[config.mk]
export PLATFORM = sky130hd
export DESIGN_NAME = i2s_frame_feeder
export DESIGN_NICKNAME = d
export VERILOG_FILES = /design/src/rtl/i2s_frame_feeder_pkg.sv /design/src/rtl/audio_sample_fifo.sv /design/src/rtl/i2s_frame_feeder.sv
export SDC_FILE = /design/constraint.sdc
export NUM_CORES = 1
export LEC_CHECK = 0
export CAP_MARGIN = 40
export CORE_MARGIN = 8
export CORE_UTILIZATION = 50
export DETAILED_ROUTE_END_ITERATION = 12
export PLACE_DENSITY_LB_ADDON = 0.3
export SETUP_SLACK_MARGIN = 0.05
export SLEW_MARGIN = 15
export SYNTH_ARGS = -nofsm -noshare
export SYNTH_HDL_FRONTEND = slang
export SYNTH_SLANG_ARGS = --single-unit
[constraint.sdc]
create_clock -name mclk -period 2.2 [get_ports mclk]
set_clock_uncertainty 0.1 [all_clocks]
set_input_delay 0.44 -clock mclk [delete_from_list [all_inputs] [get_ports mclk]]
set_output_delay 0.44 -clock mclk [all_outputs]
set_load 0.05 [all_outputs]
[src/rtl/i2s_frame_feeder_pkg.sv]
// Shared defaults and helpers for the I2S frame feeder and its sample FIFO.
// The default widths and rates match those used by the downstream I2S transmitter.
package i2s_frame_feeder_pkg;

  localparam int DEF_BITSIZE    = 16;
  localparam int DEF_BCLK_HALF  = 2;
  localparam int DEF_SLOT_BITS  = 32;
  localparam int DEF_FIFO_DEPTH = 4;

  typedef enum logic {
    SLOT_LEFT  = 1'b0,
    SLOT_RIGHT = 1'b1
  } lr_slot_e;

  // Counter width able to hold 0..n-1, never narrower than one bit.
  function automatic int cnt_width(input int n);
    return (n > 1) ? $clog2(n) : 1;
  endfunction

endpackage

[src/rtl/audio_sample_fifo.sv]
// Synchronous FIFO of stereo pairs; a push while full or a pop while empty is ignored.
// The head entry is presented combinationally so the consumer can register it on the pop edge.
module audio_sample_fifo
  import i2s_frame_feeder_pkg::*;
#(
  parameter int WIDTH = 2 * DEF_BITSIZE,
  parameter int DEPTH = DEF_FIFO_DEPTH
) (
  input  logic             clk,
  input  logic             reset,
  input  logic             push,
  input  logic [WIDTH-1:0] push_data,
  input  logic             pop,
  output logic [WIDTH-1:0] head_data,
  output logic             full,
  output logic             empty
);

  localparam int PTR_W = cnt_width(DEPTH);
  localparam int OCC_W = PTR_W + 1;
  localparam logic [OCC_W-1:0] OCC_FULL = OCC_W'(DEPTH);

  logic [WIDTH-1:0] mem [DEPTH];
  logic [PTR_W-1:0] wr_ptr;
  logic [PTR_W-1:0] rd_ptr;
  logic [OCC_W-1:0] occ;
  logic             push_ok;
  logic             pop_ok;

  assign full      = (occ == OCC_FULL);
  assign empty     = (occ == '0);
  assign push_ok   = push & ~full;
  assign pop_ok    = pop & ~empty;
  assign head_data = mem[rd_ptr];

  // Pointers wrap naturally because DEPTH is a power of two.
  always_ff @(posedge clk or posedge reset) begin
    if (reset) begin
      wr_ptr <= '0;
      rd_ptr <= '0;
      occ    <= '0;
    end else begin
      if (push_ok) wr_ptr <= wr_ptr + PTR_W'(1);
      if (pop_ok)  rd_ptr <= rd_ptr + PTR_W'(1);
      case ({push_ok, pop_ok})
        2'b10:   occ <= occ + OCC_W'(1);
        2'b01:   occ <= occ - OCC_W'(1);
        default: occ <= occ;
      endcase
    end
  end

  always_ff @(posedge clk) begin
    if (push_ok) mem[wr_ptr] <= push_data;
  end

endmodule

[src/rtl/i2s_frame_feeder.sv]
// I2S upstream stage: derives bclk/lrclk from mclk, buffers producer pairs and updates
// the channel outputs mid-frame so they are stable around every lrclk falling edge.
module i2s_frame_feeder
  import i2s_frame_feeder_pkg::*;
#(
  parameter int BITSIZE    = DEF_BITSIZE,
  parameter int BCLK_HALF  = DEF_BCLK_HALF,
  parameter int SLOT_BITS  = DEF_SLOT_BITS,
  parameter int FIFO_DEPTH = DEF_FIFO_DEPTH
) (
  input  logic               mclk,
  input  logic               reset,
  input  logic               confdone,
  input  logic [BITSIZE-1:0] in_left,
  input  logic [BITSIZE-1:0] in_right,
  input  logic               in_valid,
  output logic               in_ready,
  output logic               bclk,
  output logic               lrclk,
  output logic [BITSIZE-1:0] left_chan,
  output logic [BITSIZE-1:0] right_chan,
  output logic               underrun
);

  localparam int DIV_W = cnt_width(BCLK_HALF);
  localparam int BIT_W = cnt_width(2 * SLOT_BITS);
  localparam logic [DIV_W-1:0] DIV_LAST   = DIV_W'(BCLK_HALF - 1);
  localparam logic [BIT_W-1:0] BIT_LAST   = BIT_W'(2 * SLOT_BITS - 1);
  localparam logic [BIT_W-1:0] SLOT_START = BIT_W'(SLOT_BITS);

  logic [DIV_W-1:0]     div_cnt;
  logic [BIT_W-1:0]     bit_cnt;
  logic [BIT_W-1:0]     bit_cnt_nxt;
  logic                 div_wrap;
  logic                 bclk_fall;
  logic                 pop_point;
  lr_slot_e             slot_nxt;
  logic                 pop_p1;
  logic                 fifo_full;
  logic                 fifo_empty;
  logic [2*BITSIZE-1:0] head_pair;

  assign in_ready = ~fifo_full;

  audio_sample_fifo #(
    .WIDTH (2 * BITSIZE),
    .DEPTH (FIFO_DEPTH)
  ) u_fifo (
    .clk       (mclk),
    .reset     (reset),
    .push      (in_valid),
    .push_data ({in_left, in_right}),
    .pop       (pop_p1),
    .head_data (head_pair),
    .full      (fifo_full),
    .empty     (fifo_empty)
  );

  always_comb begin
    div_wrap    = (div_cnt == DIV_LAST);
    bclk_fall   = confdone & div_wrap & bclk;
    bit_cnt_nxt = (bit_cnt == BIT_LAST) ? '0 : bit_cnt + BIT_W'(1);
    slot_nxt    = (bit_cnt_nxt >= SLOT_START) ? SLOT_RIGHT : SLOT_LEFT;
    pop_point   = bclk_fall & (slot_nxt == SLOT_RIGHT) & ~lrclk;
  end

  // Stage 0: clock generation; lrclk only moves together with a bclk falling edge.
  always_ff @(posedge mclk or posedge reset) begin
    if (reset) begin
      div_cnt <= '0;
      bit_cnt <= '0;
      bclk    <= 1'b0;
      lrclk   <= 1'b0;
    end else if (!confdone) begin
      div_cnt <= '0;
      bit_cnt <= '0;
      bclk    <= 1'b0;
      lrclk   <= 1'b0;
    end else begin
      div_cnt <= div_wrap ? '0 : div_cnt + DIV_W'(1);
      if (div_wrap) bclk <= ~bclk;
      if (bclk_fall) begin
        bit_cnt <= bit_cnt_nxt;
        lrclk   <= slot_nxt;
      end
    end
  end

  // Stage 1: pop request issued in the cycle lrclk has just risen.
  // Stage 2: head pair captured, or a one-cycle underrun flag when nothing is buffered.
  always_ff @(posedge mclk or posedge reset) begin
    if (reset) begin
      pop_p1     <= 1'b0;
      underrun   <= 1'b0;
      left_chan  <= '0;
      right_chan <= '0;
    end else begin
      pop_p1   <= pop_point;
      underrun <= pop_p1 & fifo_empty;
      if (pop_p1 && !fifo_empty) begin
        left_chan  <= head_pair[2*BITSIZE-1:BITSIZE];
        right_chan <= head_pair[BITSIZE-1:0];
      end
    end
  end

endmodule

After elaboration in Yosys (flattened, before gate mapping) --
Memory sizes are Yosys's and may differ from the RTL's. A register that Yosys moved wholly into a read port is not among the register bits. Index checks and enable logic that the tools add are counted.
Word-level totals: bits in registers 18, logic and storage cells 51, memories kept 1, bits in writable memories 128
Memories:
- u_fifo.mem | words 4, bits a word 32, read ports 1, clocked after Yosys merged registers in 1, wr ports 1, line audio_sample_fifo.sv:23 | logic [WIDTH-1:0] mem [DEPTH];
Cells by class: reduce and logical (&&, ||, !) cells 4, bitwise logic cells 11, muxes and demuxes 13, equal/unequal tests 6, add/sub/neg operators 6, $lt $le $gt $ge 1
Operator list (count):
- 6-bit two-way mux | 3
- 1-bit two-way mux | 9
- 1-bit AND | 7
- 6-bit by 1-bit adder with 6-bit output (second input constant) | 1
- 6-bit == test (second input constant) | 1
- 6-bit >= comparator (second input constant) | 1
- 3-bit one-hot mux with 2 select lines | 1
- 2-bit by 1-bit adder with 2-bit output (second input constant) | 2
- 2-bit by 1-bit inequality test with 1-bit output (second input constant) | 2
- 1-bit NOT | 4
- 3-bit by 1-bit adder with 3-bit output (second input constant) | 1
- 3-bit == test (second input constant) | 1
- 3-bit zero test | 1
- 3-bit by 1-bit subtractor with 3-bit output (second input constant) | 1
- 2-bit by 1-bit == test with 1-bit output (second input constant) | 1
- 2-bit == test (second input constant) | 1
- 2-bit nonzero test | 1
- 1-bit adder (second input constant) | 1
- 1-bit logical AND | 1
- 1-bit zero test | 1

Logic depth before layout (Yosys ltp) --
depth in word-level cells 6, gate-level depth with buffers 9

Hierarchy --
A second synthesis with hierarchy kept.
Second synthesis, totals: cell total of the unflattened synthesis 327, area, all modules 6796.5 um^2
Modules (own cells, without submodules):
- audio_sample_fifo | area an instance 5094.9 um^2, cells each 206, instances 1, seq. area each 4018.9 um^2
- i2s_frame_feeder | area an instance 1701.6 um^2, cells each 121, instances 1, seq. area each 1076.0 um^2

Worst setup path after synthesis --
OpenSTA, ideal clock, no wires.
path type register to register, start point reg u_fifo.occ[0], end point reg u_fifo.occ[2], stages on the path, launching flop included 10, clock period less this slack 2.333 ns, path buffers 0, setup slack -0.133 ns, data arrival time 2.154 ns, data required time 2.021 ns, cells stage by stage dfrtp_1 -> or3b_4 -> and2_4 -> inv_1 -> ha_1 -> inv_1 -> fa_1 -> xor2_1 -> nor2_1 -> xor2_1
Between the ends: cells in the longest elaborated chain, start to end 5, elaborated cells between the ends (all ways) 12, those cells by class 2 x add/sub; 3 x eq/ne; 1 x mux; 4 x bitwise; 2 x reduce/logical
RTL lines:
- from (decl) | line audio_sample_fifo.sv:26 | logic [OCC_W-1:0] occ;
- from (signal assigned) | line audio_sample_fifo.sv:46 | 2'b10: occ <= occ + OCC_W'(1);
- from (signal assigned) | line audio_sample_fifo.sv:47 | 2'b01: occ <= occ - OCC_W'(1);
- 3-bit == test (*) | line audio_sample_fifo.sv:30 | assign full = (occ == OCC_FULL);
- 1-bit NOT (*)
- via in_ready | line i2s_frame_feeder.sv:17 | output logic in_ready,
- 1-bit AND (*) | line audio_sample_fifo.sv:32 | assign push_ok = push & ~full;
- 2-bit by 1-bit == test with 1-bit output / 2-bit == test (equally long branches) | line audio_sample_fifo.sv:45 | case ({push_ok, pop_ok})
- 3-bit one-hot mux with 2 select lines / 2-bit nonzero test (equally long branches)
Mark *: on every way through the listed nets, which the timed path passes. The rest lies on a longest branch. A chain may end at the register's enable or synchronous reset.

Final worst setup path --
start point reg right_chan[9] (read register of u_fifo.mem), end point out right_chan[9]
RTL lines:
- from (decl) | line i2s_frame_feeder.sv:21 | output logic [BITSIZE-1:0] right_chan,
No word-level cell between the ends.

==> flow_metrics.py <==
metrics = {
    "worst_setup_path": {
        "cpLargestDelayFamily": "buffers and inverters",
        "arrival_ns": 1.56,
        "crit_path_start": "right_chan[9]",
        "r2r-start": "u_fifo.occ[0]",
        "cp_max_fo": 2,
        "critPathKind": "reg2out",
        "cp_slowest_cell": "clkdlybuf4s50_1",
        "start_kind": "register",
        "max_stage_delay_ns": 0.81,
        "r2r_setup_slack_ns": 0.13,
        "worstPathCellList": "clkdlybuf4s50_1",
        "crit_buf_inv": 1,
        "rr_endpoint": "u_fifo.occ[2]",
        "end_kind": "output pin",
        "worstRegToRegCells": 9,
        "crit_required_ns": 1.66,
    },
    "global_routing": {
        "overflow": 0,
        "grt_first_pass_wirelength_mm": 21.07,
        "antenna_found_initial": 0,
        "grt_pass1_vias": 3979,
        "grt_use_total_pct": 15.87,
        "grt_max_degree": 34,
    },
    "routing": {
        "ant_nets": 0,
        "drtPass1Iterations": 6,
        "num_vias": 3627,
        "vias_per_cell": 5.342,
        "drc": 0,
        "routedWlPerCell_microns": 19.27,
        "first_iter_violations": 251,
        "routed_wl_mm": 13.08,
    },
    "sta": {
        "period_share_pct": 95.54,
        "rsz0062_at_grt": "false",
        "hold_viol_final": 0,
        "slew_violations": 0,
        "setup-violations-final": 0,
        "max_freq_mhz": 475.8,
        "relSlewSlack_pct": 63.97,
        "post-route-min-period_ns": 2.102,
        "tightest_slew_ns": 0.5395,
    },
    "power": {
        "power.density_mw_per_mm2": 1038,
        "p_total_w": 0.008895,
        "cellLeakagePower_nw": 3.503,
        "vdd_drop_max_uv": 537.7,
    },
    "logic_synthesis": {
        "synth_top_cell_area_share_pct": 57.03,
        "synthAdderAreaFrac_pct": 1.411,
        "synth_edf_count": 128,
        "avgSynthCellArea_sq_um": 17.19,
        "muxShareOfSynthArea_pct": 11.06,
        "yosysMostFrequentCell": "edfxtp_1",
        "synth_area_leader_cell": "edfxtp_1",
        "synth_top_family_by_area": "multiplexers",
        "synth-xor-area-share_pct": 1.040,
        "ys_seq_elements": 178,
        "async_reset_ff_share_pct": 28.09,
        "synth_area_leaders": "edfxtp_1 (57%), dfrtp_1 (19%), mux4_2 (11%)",
        "yosysWarnings": 0,
        "syn_area_sq_mm": 0.006740,
        "seq_area_frac_synth_pct": 75.59,
        "synth_nets": 435,
        "synthCells": 392,
        "synthSimpleGateAreaFrac_pct": 7.889,
        "ys.flop_type": "edfxtp_1",
        "synth_cell_types": 34,
        "synth_compound_area_share_pct": 1.355,
        "synth_common_cells": "edfxtp_1 (128), nand2_1 (103), dfrtp_1 (50)",
    },
    "die": {
        "pin_count": 72,
        "die_h_microns": 132.1,
        "core_area_sq_mm": 0.01319,
        "die_x_microns": 132.1,
        "dieArea_sq_mm": 0.01745,
        "start_util_pct": 51.10,
        "rows": 42,
    },
    "min_path": {
        "min_path_type": "in2async",
    },
    "cells_and_area": {
        "insertedDiodeCount": 0,
        "area_growth_pct": 27.18,
        "nets": 533,
        "final_design_area_no_fill_sq_mm": 0.008572,
        "drive_gt1_share_pct": 20.87,
    },
    "clocking": {
        "cts.sinks": 178,
        "clockRootBuffer": "clkbuf_16",
        "ctsHoldBuffers": 0,
        "tritoncts": "done",
        "cts_buffers": 17,
        "clkTransAtPathRegs_ns": 0.06,
        "clk_latency_ns": 0.42,
        "clock_path_buffers": 2,
        "htree_levels": 4,
    },
    "status": {
        "run_status": "complete, no violations",
    },
    "job": {
        "max_cap_violations": 0,
    },
    "placed_design": {
        "port_buffers": 71,
        "placed_cell_area_sq_mm": 0.007908,
        "place_congestion": 0.7915,
        "dp_hpwl_mm": 8.388,
    },
}
[registers in the layout (all words and copies together) (netlist names)]
register and flops:
right_chan 16, underrun 1, bclk 1, u_fifo.occ 3, lrclk 1, u_fifo.rd_ptr 2, bit_cnt 6, div_cnt 1
pop_p1 1, left_chan 16, u_fifo.wr_ptr 2, u_fifo.mem 128
[worst max path at each step]
stage,end,slack [ns],cells past startpoint
after CTS,right_chan[15],0.05,1
after global routing,u_fifo.occ[2],0.06,9
after floorplan,u_fifo.occ[2],-0.04,9
final,right_chan[9],0.1,1
after global placement,u_fifo.occ[2],0.02,9
after detailed placement,u_fifo.occ[2],-0.02,9
[placed cells by master (no fill, tap or decap), types with 5 or more instances in the layout]
| cell type | count |
|---|---|
| edfxtp_1 | 128 |
| nand2_1 | 103 |
| dfrtp_1 | 48 |
| clkdlybuf4s50_1 | 39 |
| mux4_2 | 32 |
| dlymetal6s2s_1 | 20 |
| clkbuf_16 | 17 |
| buf_4 | 16 |
| dlygate4sd2_1 | 10 |
| buf_12 | 10 |
| nand3_1 | 6 |
| a21oi_1 | 6 |
| inv_1 | 5 |
| xnor2_1 | 5 |
| ha_1 | 5 |
[per-layer routing]
| layer | GRT usage, % | up-vias | wire [microns] |
|---|---|---|---|
| met5 | 0 | - | 0 |
| met4 | 5.871 | 0 | 214 |
| met3 | 5.259 | 21 | 772 |
| met2 | 27.39 | 94 | 6974 |
| met1 | 17.96 | 1868 | 5122 |
| li1 | - | 1644 | - |
[area by class of cell]
cell class                 instances  area (sq um)
sequential                       178          5097
clock buffer                      21         470.5
inverter                          10         37.54
multi-input combinational        188          1549
timing repair buffer              95          1049
fill                             930          4618
clock inverter                    11         148.9
tap                              176         220.2
[power by group]
group | leakage [nW] | internal, W | switching (W)
sequential | 1.82 | 0.00421 | 0.000165
clock | 0.296 | 0.00188 | 0.00121
combinational | 1.39 | 0.000656 | 0.000767
[cells by family (layout without fill, tap and decap cells)]
kind of cell,after synthesis,in the layout
AO/OA/AOI/OAI,13,13
XOR/XNOR,8,8
adder cells (fa/ha/maj),7,7
buffers and inverters,26,137
flip-flops,178,178
multiplexers,34,34
AND/OR/NAND/NOR,126,126
[per-stage QoR]
step	utilization (%)	hold WS (ns)	cells	TNS, ns	setup slack [ns]
floorplan	-	0.4093	392	-0.03826	-0.03826
global placement	59.95	0.3387	646	0	0.01739
detailed placement	59.95	0.3619	646	-0.01580	-0.01580
CTS	64.55	0.2703	678	0	0.05102
global route	64.99	0.3061	679	0	0.05529
finish	64.99	0.2660	679	0	0.09807
[what timing repair did]
item / CTS / global route
pin swaps: 0 / 3
hold endpoints to repair: 0 / 0
setup buffers: 0 / 1
setup endpoints to repair: 10 / 21
resized for setup: 10 / 20
No activity file was read; power rests on OpenSTA's default activity.
